File: config.mk
export PLATFORM = sky130hd
export DESIGN_NAME = mostrador7_leitor_flat
export DESIGN_NICKNAME = d
export VERILOG_FILES = /design/src/rtl/mostrador7_leitor_pkg.sv /design/src/rtl/mostrador7_leitor_if.sv /design/src/rtl/mostrador7_leitor_seg7_padrao_dec.sv /design/src/rtl/mostrador7_leitor.sv /design/src/flat_wrapper.sv
export SDC_FILE = /design/constraint.sdc
export NUM_CORES = 1
export LEC_CHECK = 0
export BUFFER_PORTS_ARGS = -buffer_cell sky130_fd_sc_hd__buf_2
export CORE_ASPECT_RATIO = 2
export CORE_MARGIN = 2
export CORE_UTILIZATION = 53
export DETAILED_ROUTE_END_ITERATION = 7
export GPL_ROUTABILITY_DRIVEN = 1
export GPL_TIMING_DRIVEN = 0
export PLACE_DENSITY_LB_ADDON = 0.1
export SLEW_MARGIN = 20
export SYNTH_ARGS = -nofsm -noshare
export SYNTH_HDL_FRONTEND = slang
export SYNTH_SLANG_ARGS = --single-unit
File: constraint.sdc
create_clock -name clk -period 2.69 [get_ports clk]
set_input_delay 0.538 -clock clk [delete_from_list [all_inputs] [get_ports clk]]
set_output_delay 0.538 -clock clk [all_outputs]
set_load 0.01 [all_outputs]
File: src/rtl/mostrador7_leitor_pkg.sv
// Shared definitions for the seven-segment status reader: segment patterns,
// status code encoding and filter FSM states.
package mostrador7_leitor_pkg;

    // Segment patterns as driven by the display encoder (bit0 = A .. bit6 = G)
    localparam logic [6:0] PAT_NENHUM  = 7'h7F;
    localparam logic [6:0] PAT_CRITICO = 7'h27;
    localparam logic [6:0] PAT_BAIXO   = 7'h77;
    localparam logic [6:0] PAT_MEDIO   = 7'h37;
    localparam logic [6:0] PAT_ALTO    = 7'h36;
    localparam logic [6:0] PAT_ERR     = 7'h06;
    localparam logic [6:0] PAT_BS      = 7'h03;
    localparam logic [6:0] PAT_VS      = 7'h63;

    typedef enum logic [2:0] {
        ST_NENHUM  = 3'd0,
        ST_CRITICO = 3'd1,
        ST_BAIXO   = 3'd2,
        ST_MEDIO   = 3'd3,
        ST_ALTO    = 3'd4,
        ST_ERR     = 3'd5,
        ST_BS      = 3'd6,
        ST_VS      = 3'd7
    } status_t;

    typedef enum logic [1:0] {
        ESPERA  = 2'd0,
        FILTRA  = 2'd1,
        ESTAVEL = 2'd2
    } estado_t;

    // One-hot view: bits 0..7 follow the status code, bit 8 is the invalid flag
    function automatic logic [8:0] status_onehot(status_t codigo, logic invalido);
        logic [8:0] oh;
        if (invalido) begin
            oh = 9'h100;
        end else begin
            oh = 9'(9'd1 << codigo);
        end
        return oh;
    endfunction

endpackage

File: src/rtl/mostrador7_leitor_if.sv
// Display-side pins and decoded indications of the seven-segment status reader.
interface mostrador7_leitor_if;
    logic [6:0] SEGs;
    logic       SEG_D1;
    logic       SEG_D2;
    logic       SEG_D3;
    logic       SEG_D4;

    logic       Nv_Critico;
    logic       Nv_Baixo;
    logic       Nv_Medio;
    logic       Nv_Alto;
    logic       Err;
    logic       Bs;
    logic       Vs;
    logic       Sd;
    logic       Nenhum;
    logic       Invalido;
    logic       Sem_Sinal;
    logic       Atualiza;

    modport master (
        output SEGs, SEG_D1, SEG_D2, SEG_D3, SEG_D4,
        input  Nv_Critico, Nv_Baixo, Nv_Medio, Nv_Alto, Err, Bs, Vs, Sd,
               Nenhum, Invalido, Sem_Sinal, Atualiza
    );

    // The reader only looks at digit 1; the other enables stay on the bus side
    modport slave (
        input  SEGs, SEG_D1,
        output Nv_Critico, Nv_Baixo, Nv_Medio, Nv_Alto, Err, Bs, Vs, Sd,
               Nenhum, Invalido, Sem_Sinal, Atualiza
    );
endinterface

File: src/rtl/mostrador7_leitor_seg7_padrao_dec.sv
// Combinational segment pattern to status code translation with invalid flag.
module seg7_padrao_dec
    import mostrador7_leitor_pkg::*;
(
    input  logic [6:0] padrao_i,
    output status_t    codigo_o,
    output logic       invalido_o
);

    always_comb begin
        codigo_o   = ST_NENHUM;
        invalido_o = 1'b0;
        case (padrao_i)
            PAT_NENHUM:  codigo_o = ST_NENHUM;
            PAT_CRITICO: codigo_o = ST_CRITICO;
            PAT_BAIXO:   codigo_o = ST_BAIXO;
            PAT_MEDIO:   codigo_o = ST_MEDIO;
            PAT_ALTO:    codigo_o = ST_ALTO;
            PAT_ERR:     codigo_o = ST_ERR;
            PAT_BS:      codigo_o = ST_BS;
            PAT_VS:      codigo_o = ST_VS;
            default:     invalido_o = 1'b1;
        endcase
    end

endmodule

File: src/rtl/mostrador7_leitor.sv
// Reads the multiplexed seven-segment status digit, debounces the pattern and
// exposes it as registered one-hot indications plus a loss-of-signal flag.
//
// state   | meaning
// ESPERA  | no candidate pattern held
// FILTRA  | counting consecutive matching samples of the candidate
// ESTAVEL | candidate accepted, watching for a different pattern
module mostrador7_leitor
    import mostrador7_leitor_pkg::*;
#(
    parameter int unsigned STABLE_CYCLES  = 4,
    parameter int unsigned TIMEOUT_CYCLES = 1024
) (
    input  logic                 clk,
    input  logic                 rst,
    mostrador7_leitor_if.slave   bus
);

    localparam logic [7:0]  STABLE_LIM  = 8'(STABLE_CYCLES);
    localparam logic [15:0] TIMEOUT_LIM = 16'(TIMEOUT_CYCLES);

    estado_t     estado_q, estado_d;
    logic [6:0]  cand_q, cand_d;
    logic [7:0]  cnt_q, cnt_d;
    logic [15:0] tmo_q, tmo_d;

    logic        pend_q, pend_d;
    status_t     pend_codigo_q, pend_codigo_d;
    logic        pend_inv_q, pend_inv_d;

    status_t     codigo_q;
    logic        inv_q;
    logic        atualiza_q;
    logic        primeiro_q;

    status_t     dec_codigo;
    logic        dec_inv;
    logic        amostra;
    logic        sem_sinal;
    logic        perda;
    logic [8:0]  oh;

    seg7_padrao_dec u_dec (
        .padrao_i   (cand_q),
        .codigo_o   (dec_codigo),
        .invalido_o (dec_inv)
    );

    assign amostra   = ~bus.SEG_D1;
    assign sem_sinal = (tmo_q == TIMEOUT_LIM);
    assign perda     = (tmo_d == TIMEOUT_LIM) && !sem_sinal;

    always_comb begin
        tmo_d = tmo_q;
        if (amostra) begin
            tmo_d = '0;
        end else if (tmo_q != TIMEOUT_LIM) begin
            tmo_d = tmo_q + 16'd1;
        end
    end

    always_comb begin
        estado_d      = estado_q;
        cand_d        = cand_q;
        cnt_d         = cnt_q;
        pend_d        = 1'b0;
        pend_codigo_d = pend_codigo_q;
        pend_inv_d    = pend_inv_q;
        if (perda) begin
            estado_d = ESPERA;
            cnt_d    = '0;
        end else if (amostra) begin
            case (estado_q)
                ESPERA: begin
                    cand_d   = bus.SEGs;
                    cnt_d    = 8'd1;
                    estado_d = FILTRA;
                end
                FILTRA: begin
                    if (bus.SEGs == cand_q) begin
                        // Decoder sees cand_q, which equals this sample here
                        if (cnt_q + 8'd1 >= STABLE_LIM) begin
                            cnt_d         = STABLE_LIM;
                            estado_d      = ESTAVEL;
                            pend_d        = 1'b1;
                            pend_codigo_d = dec_codigo;
                            pend_inv_d    = dec_inv;
                        end else begin
                            cnt_d = cnt_q + 8'd1;
                        end
                    end else begin
                        cand_d = bus.SEGs;
                        cnt_d  = 8'd1;
                    end
                end
                ESTAVEL: begin
                    if (bus.SEGs != cand_q) begin
                        cand_d   = bus.SEGs;
                        cnt_d    = 8'd1;
                        estado_d = FILTRA;
                    end
                end
                default: begin
                    estado_d = ESPERA;
                    cnt_d    = '0;
                end
            endcase
        end
    end

    always_ff @(posedge clk or posedge rst) begin
        if (rst) begin
            estado_q      <= ESPERA;
            cand_q        <= '0;
            cnt_q         <= '0;
            tmo_q         <= '0;
            pend_q        <= 1'b0;
            pend_codigo_q <= ST_NENHUM;
            pend_inv_q    <= 1'b0;
        end else begin
            estado_q      <= estado_d;
            cand_q        <= cand_d;
            cnt_q         <= cnt_d;
            tmo_q         <= tmo_d;
            pend_q        <= pend_d;
            pend_codigo_q <= pend_codigo_d;
            pend_inv_q    <= pend_inv_d;
        end
    end

    // Outputs follow acceptance by one edge; Atualiza rides on the same edge
    always_ff @(posedge clk or posedge rst) begin
        if (rst) begin
            codigo_q   <= ST_NENHUM;
            inv_q      <= 1'b0;
            atualiza_q <= 1'b0;
            primeiro_q <= 1'b1;
        end else if (pend_q) begin
            codigo_q   <= pend_codigo_q;
            inv_q      <= pend_inv_q;
            atualiza_q <= primeiro_q || ({pend_inv_q, pend_codigo_q} != {inv_q, codigo_q});
            primeiro_q <= 1'b0;
        end else begin
            atualiza_q <= 1'b0;
        end
    end

    assign oh = status_onehot(codigo_q, inv_q);

    assign bus.Nenhum     = oh[0];
    assign bus.Nv_Critico = oh[1];
    assign bus.Nv_Baixo   = oh[2];
    assign bus.Nv_Medio   = oh[3];
    assign bus.Nv_Alto    = oh[4];
    assign bus.Err        = oh[5];
    assign bus.Bs         = oh[6];
    assign bus.Vs         = oh[7];
    assign bus.Invalido   = oh[8];
    assign bus.Sd         = oh[6] | oh[7];
    assign bus.Sem_Sinal  = sem_sinal;
    assign bus.Atualiza   = atualiza_q;

endmodule

File: src/flat_wrapper.sv
// flat-port wrapper written by rule: the top's interface ports become plain ports
module mostrador7_leitor_flat import mostrador7_leitor_pkg::*;
#(
    parameter int unsigned STABLE_CYCLES  = 4,
    parameter int unsigned TIMEOUT_CYCLES = 1024
)
  (clk, rst, bus_SEGs, bus_SEG_D1, bus_Nv_Critico, bus_Nv_Baixo, bus_Nv_Medio, bus_Nv_Alto, bus_Err, bus_Bs, bus_Vs, bus_Sd, bus_Nenhum, bus_Invalido, bus_Sem_Sinal, bus_Atualiza);
  mostrador7_leitor_if bus_i ();
  input  logic clk;
  input  logic rst;
  input wire logic [$bits(bus_i.SEGs)-1:0] bus_SEGs;
  input wire logic [$bits(bus_i.SEG_D1)-1:0] bus_SEG_D1;
  output wire logic [$bits(bus_i.Nv_Critico)-1:0] bus_Nv_Critico;
  output wire logic [$bits(bus_i.Nv_Baixo)-1:0] bus_Nv_Baixo;
  output wire logic [$bits(bus_i.Nv_Medio)-1:0] bus_Nv_Medio;
  output wire logic [$bits(bus_i.Nv_Alto)-1:0] bus_Nv_Alto;
  output wire logic [$bits(bus_i.Err)-1:0] bus_Err;
  output wire logic [$bits(bus_i.Bs)-1:0] bus_Bs;
  output wire logic [$bits(bus_i.Vs)-1:0] bus_Vs;
  output wire logic [$bits(bus_i.Sd)-1:0] bus_Sd;
  output wire logic [$bits(bus_i.Nenhum)-1:0] bus_Nenhum;
  output wire logic [$bits(bus_i.Invalido)-1:0] bus_Invalido;
  output wire logic [$bits(bus_i.Sem_Sinal)-1:0] bus_Sem_Sinal;
  output wire logic [$bits(bus_i.Atualiza)-1:0] bus_Atualiza;
  assign bus_i.SEGs = bus_SEGs;
  assign bus_i.SEG_D1 = bus_SEG_D1;
  assign bus_Nv_Critico = bus_i.Nv_Critico;
  assign bus_Nv_Baixo = bus_i.Nv_Baixo;
  assign bus_Nv_Medio = bus_i.Nv_Medio;
  assign bus_Nv_Alto = bus_i.Nv_Alto;
  assign bus_Err = bus_i.Err;
  assign bus_Bs = bus_i.Bs;
  assign bus_Vs = bus_i.Vs;
  assign bus_Sd = bus_i.Sd;
  assign bus_Nenhum = bus_i.Nenhum;
  assign bus_Invalido = bus_i.Invalido;
  assign bus_Sem_Sinal = bus_i.Sem_Sinal;
  assign bus_Atualiza = bus_i.Atualiza;
  mostrador7_leitor #(.STABLE_CYCLES(STABLE_CYCLES), .TIMEOUT_CYCLES(TIMEOUT_CYCLES)) u_core (.clk(clk), .rst(rst), .bus(bus_i));
endmodule
==> impl_metrics.toml, run 1 <==
[setup_path]
r2r.worst_path.cells = 9
worstSetupEndpointType = "flip-flop"
slowest_stage = "o41a_1"
path_cells = "ha_2 -> nand4_1 -> buf_4 -> buf_4 -> nor4_2 -> xnor2_1 -> nand4_1 -> o41a_1 -> a22o_1"
slowest_delay_ps = 470
path_max_fanout = 6
reg2reg_setup_slack_ps = 60
regToRegStartpoint = "u_core.tmo_q[1]"
cp.arrival_ps = 2810
cp-start-kind = "flip-flop"
cp.required_ps = 2870
r2r_end = "u_core.cnt_q[0]"
path_class = "flip-flop to flip-flop"

[yosys]
post-synth-top-count-cell = "dfrtp_1"
synth_edf_count = 0
yosys_most_used_dff = "dfrtp_1"
synth_area_leaders = "dfrtp_1, mux2_2, xnor2_1, nand2_1, a21oi_1"
async_flop_share_pct = 100
ys_seq_elements = 44
ys_types = 52
syn_area_sq_mm = 0.00251
synth_top_cells_by_count = "dfrtp_1, nand2_1, nor2_1, xnor2_1"
avgSynthCellArea_sq_um = 9.54
syn-num-nets = 276
yosysTopAreaCellShare_pct = 42.9
ys_seq_area_share_pct = 43.9
yosysTopAreaCell = "dfrtp_1"
netlist_instances = 263
yosysWarnings = 0

[timing]
finalSetupViolCount = 0
slew_violations = 0
final.period_utilization_pct = 97.9
setup-tns-final_ps = 0
fin_worst_skew_ps = 11.3
hold_viol_final = 0
fin_crit_ps = 2630
fmax_ghz = 0.380
slew_headroom_pct = 66.0
tightest_slew_ps = 503

[place]
place.gp.congestion = 0.860
hpwl_um = 3980
port_buffers = 20
placed_area_sq_mm = 0.00270

[detailed_routing]
drt-initial-drc-count = 70
wirelength_um = 5470
first_pass_iters = 4
vias_per_cell = 5.90
wire_per_inst_um = 15.6
vias = 2078
drcViolationCount = 0
postRouteAntennaNets = 0

[clocking]
cts.hold.buffers_added = 0
htreeDepth = 2
cts_made_buffers = 5
cts_tree = "yes"
clock-sinks = 44
clk_pin_slew_ps = 80
cts_buffer_depth = 2
clk_latency_ps = 300
root_buffer = "clkbuf_8"

[finish]
drive_gt1_share_pct = 24.2
nets = 309
area_growth_syn_to_layout_pct = 17.8
antenna_cells = 0
fillCellCount = 419
final_area_sq_mm = 0.00296

[floorplanning]
ios = 22
start_util_pct = 54.6
rows = 35
die_area_sq_mm = 0.00533
core-area_sq_mm = 0.00460
die_h_um = 101
die_w_um = 52.7

[grt]
grt_antenna_before_repair = 0
grt_overflow_total = 0
track_usage_pct = 22.2
grt_max_degree = 28
first_global_vias = 1987
grt_first_pass_wirelength_um = 8910

[min_path]
hold_path.class = "input pin to async pin"

[power_and_ir_drop]
irDropWorstVdd_mv = 0.473
leakagePower_nw = 1.33
p_per_area_mw_per_mm2 = 467

[run]
cap_violations = 0

[status]
status = "finished, final reports clean"
per-stage QoR:
| step | setup WS [ps] | util (%) | total power [mW] | std cells | hold WS (ps) |
|---|---|---|---|---|---|
| 2_1_floorplan | 174 | - | 0.803 | 263 | 466 |
| 3_3_place_gp | -53.1 | 58.2 | 0.836 | 338 | 479 |
| 3_5_place_dp | -56.6 | 58.7 | 0.843 | 339 | 477 |
| 4_1_cts | -7.66 | 62.1 | 1.39 | 349 | 221 |
| 5_1_grt | -80.4 | 64.3 | 1.44 | 352 | 256 |
| 6_report | 56.1 | 64.3 | 1.38 | 352 | 224 |
cell usage in the layout (no fill, tap or decap), drive strengths merged, types with 3 or more instances in the layout:
cell type / instances
mux2: 11
inv: 10
mux2i: 3
nor3: 8
ha: 3
buf: 29
nor2b: 7
or3: 3
nor2: 16
and2: 6
a21oi: 13
xnor2: 14
nand2: 21
nand3: 7
xor2: 7
nand4: 11
nor4b: 5
a21boi: 3
nor4: 9
and3: 4
clkbuf: 19
o21ai: 10
dfrtp: 43
nand2b: 7
kinds of logic after synthesis:
group,share of synthesized area [%]
DFF,43.9
and+or+nand+nor,25.9
muxes,6.13
xor gates and xnor gates,7.33
buffers and inverters,3.84
AOI/OAI and AO/OA,11.3
adders and majority gates,1.50
sequential cells by signal, summed over array words and instances, names as in the netlist:
register and cells:
u_core.cnt_q 8, u_core.tmo_q 16, u_core.bus.Atualiza 1, u_core.pend_inv_q 1, u_core.estado_q 2, u_core.cand_q 7, u_core.pend_codigo_q 3, u_core.inv_q 1
u_core.codigo_q 3, u_core.primeiro_q 1, u_core.pend_q 1
per-layer routing:
metal / vias to the layer above / wire [um] / global-route usage, %
li1: 1011 / - / -
met1: 993 / 2040 / 24.3
met2: 50 / 3120 / 40.0
met3: 24 / 138 / 3.39
met4: 0 / 175 / 10.8
met5: - / 0 / 0
power by group:
part	switching (mW)	internal, mW
logic	0.0783	0.0624
registers	0.0172	0.678
clock network	0.217	0.328
total	0.313	1.07
timing repair:
item                       CTS  global route
pin swaps                    1             5
gates resized for setup      4            15
setup endpoints to repair    8            17
buffers inserted             2             4
layout make-up:
class | count | area [sq um] | area share (%)
Inverter | 10 | 37.5 | 1.27
Buffer | 14 | 56.3 | 1.91
Sequential cell | 44 | 1100 | 37.4
Timing Repair Buffer | 27 | 165 | 5.59
Clock inverter | 1 | 30.0 | 1.02
Tap cell | 55 | 68.8 | 2.33
Clock buffer | 7 | 96.3 | 3.26
Multi-Input combinational cell | 194 | 1400 | 47.2
how the worst max path moves through the flow:
stage | startpoint | end | slack, ps | cells after the start
after floorplan | u_core.tmo_q[0] | u_core.cnt_q[0] | 170 | 7
after global placement | u_core.tmo_q[1] | u_core.cnt_q[0] | -50 | 7
after detailed placement | u_core.tmo_q[0] | u_core.cnt_q[1] | -60 | 7
after CTS | u_core.tmo_q[0] | u_core.cnt_q[2] | -8 | 7
after global routing | u_core.tmo_q[1] | u_core.cnt_q[0] | -80 | 9
final | u_core.tmo_q[1] | u_core.cnt_q[0] | 60 | 9
critical path, delay by kind of cell, from the launching register on:
kind | cells | cell delay [ps]
flip-flops | 1 | 420
adder cells (fa/ha/maj) | 1 | 210
buffers and inverters | 2 | 330
AO/OA/AOI/OAI | 2 | 680
AND/OR/NAND/NOR | 3 | 680
XOR/XNOR | 1 | 200
No activity file was read; power rests on OpenSTA's default activity.
==> run 2, diff against run 1 <==
--- a/config.mk
+++ b/config.mk
@@ -9,6 +9,7 @@
 export CORE_ASPECT_RATIO = 2
 export CORE_MARGIN = 2
 export CORE_UTILIZATION = 53
+export CTS_CLUSTER_DIAMETER = 80
 export DETAILED_ROUTE_END_ITERATION = 7
 export GPL_ROUTABILITY_DRIVEN = 1
 export GPL_TIMING_DRIVEN = 0
==> constraint.sdc (replaced) <==
create_clock -name clk -period 2.69 [get_ports clk]
set_input_delay 0.1345 -clock clk [delete_from_list [all_inputs] [get_ports clk]]
set_output_delay 0.1345 -clock clk [all_outputs]
set_load 0.01 [all_outputs]
==> impl_metrics.toml, run 2 (same netlist as run 1, synthesis figures left out) <==
[status]
status = "finished, final reports clean"

[finish]
fillCellCount = 418
regArea_sq_mm = 0.00110
final_cell_mix = "dfrtp_1, buf_2, nand2_1"
reg_top3 = "u_core.tmo_q x16, u_core.cnt_q x8, u_core.cand_q x7"
antenna_cells = 0
fin_util_pct = 64.5
regMostFlops = "u_core.tmo_q"
multiInputGateArea_sq_mm = 0.00140
area_growth_syn_to_layout_pct = 18.2
final_area_sq_mm = 0.00297
layout_commonest_cell = "dfrtp_1"
largest_reg_flops = 16
drive_gt1_share_pct = 24.2
nets = 310
finalNonFillerCells = 353

[setup_path]
path_class = "flip-flop to flip-flop"
cp.arrival_ps = 2810
cp-start-kind = "flip-flop"
cp.required_ps = 2870
worstSetupEndpointType = "flip-flop"
path_max_fanout = 6

[grt]
use_met1_pct = 24.3
met2_usage_pct = 40.2
grt_max_degree = 28
first_global_vias = 1999
grt_antenna_before_repair = 0
grt_first_pass_wirelength_um = 8940
met3_usage_pct = 3.39
track_usage_pct = 22.3
grt_overflow_total = 0
busiest_layer = "met2"

[clocking]
root_buffer = "clkbuf_8"
clock-sinks = 44
cts_tree = "yes"
clk_pin_slew_ps = 80
cts_made_buffers = 5
clk_latency_ps = 300
cts_buffer_depth = 2
htreeDepth = 2

[floorplanning]
core-area_sq_mm = 0.00460
start_util_pct = 54.6
die_area_sq_mm = 0.00533
rows = 35
die_h_um = 101
ios = 22
die_w_um = 52.7

[power_and_ir_drop]
p_int_mw = 1.07
p_sw_mw = 0.313
leakagePower_nw = 1.33
combPwrFrac_pct = 10.3
p_per_area_mw_per_mm2 = 466
p_sw_share_pct = 22.6
power_frac_seq_pct = 50.3
irDropWorstVdd_mv = 0.473
clock_power_share_pct = 39.4

[timing]
setup-tns-final_ps = 0
slew_headroom_pct = 66.0
fin_worst_skew_ps = 11.3
final.period_utilization_pct = 97.9
fin_crit_ps = 2630
tightest_slew_ps = 503
hold_viol_final = 0
whs_ps = 97.6
slew_violations = 0
finalSetupViolCount = 0
fmax_ghz = 0.380

[run]
cap_violations = 0

[detailed_routing]
wire_per_inst_um = 15.5
drt-initial-drc-count = 55
first_pass_iters = 4
wirelength_um = 5480
vias_per_cell = 5.90
postRouteAntennaNets = 0
drcViolationCount = 0
vias = 2082

[place]
placed_area_sq_mm = 0.00270
hpwl_um = 3980
dpl.cell_count = 339
port_buffers = 20
place.gp.congestion = 0.860

[min_path]
hold_path.class = "input pin to flip-flop"
-- run 2: cell types whose count changed in the layout (fill, tap and decap cells not counted) --
cell,delta
dlygate4sd3_1,+1
-- run 2: metal layers --
layer	up-vias	part of all wire [%]
met5	-	0
li1	1013	-
met1	995	37
met4	0	3.2
met3	24	2.6
met2	50	57
-- run 2: final timing paths --
path,start,endpoint,slack (ps),depth (start not counted)
setup reg to reg,u_core.tmo_q[1],u_core.cnt_q[0],60,9
setup / recovery,u_core.tmo_q[1],u_core.cnt_q[0],60,9
hold reg to reg,u_core.primeiro_q,u_core.primeiro_q,490,1
hold / removal,bus_SEGs[0],u_core.cand_q[0],100,2
min in group asynchronous,rst,u_core.cand_q[3],370,3
max in group asynchronous,rst,u_core.primeiro_q,1770,4
-- run 2: what timing repair did --
action,in CTS,in global routing
endpoints found under the hold margin,17,0
hold buffers,1,0
pin swaps,1,5
gates resized for setup,4,15
buffers inserted,2,4
setup endpoints to repair,8,17
-- run 2: power by group through the flow --
stage | sequential, mW | clock [mW] | combinational (mW)
after global placement | 0.707 | 0 | 0.129
after CTS | 0.696 | 0.560 | 0.138
after floorplan | 0.703 | 0 | 0.0999
final | 0.695 | 0.545 | 0.142
after detailed placement | 0.708 | 0 | 0.135
after global routing | 0.697 | 0.587 | 0.161
-- run 2: layout make-up --
| cell class | count | area share [%] |
|---|---|---|
| multi-input combinational | 194 | 47.1 |
| sequential | 44 | 37.3 |
| timing repair buffer | 28 | 5.91 |
| clock buffer | 7 | 3.25 |
| tap | 55 | 2.32 |
| buffer | 14 | 1.90 |
| inverter | 10 | 1.27 |
| clock inverter | 1 | 1.01 |
-- run 2: stage by stage --
step / power (mW) / setup WS [ps]
5_1_grt: 1.45 / -80.4
6_report: 1.38 / 56.1
3_5_place_dp: 0.843 / -56.6
4_1_cts: 1.39 / -7.66
2_1_floorplan: 0.803 / 174
3_3_place_gp: 0.836 / -53.1
-- run 2: worst max-delay path: stages, from the launching register on --
cell	delay [ps]
dfrtp_2	420
ha_2	210
nand4_1	130
buf_4	190
buf_4	140
nor4_2	330
xnor2_1	200
nand4_1	220
o41a_1	470
a22o_1	210
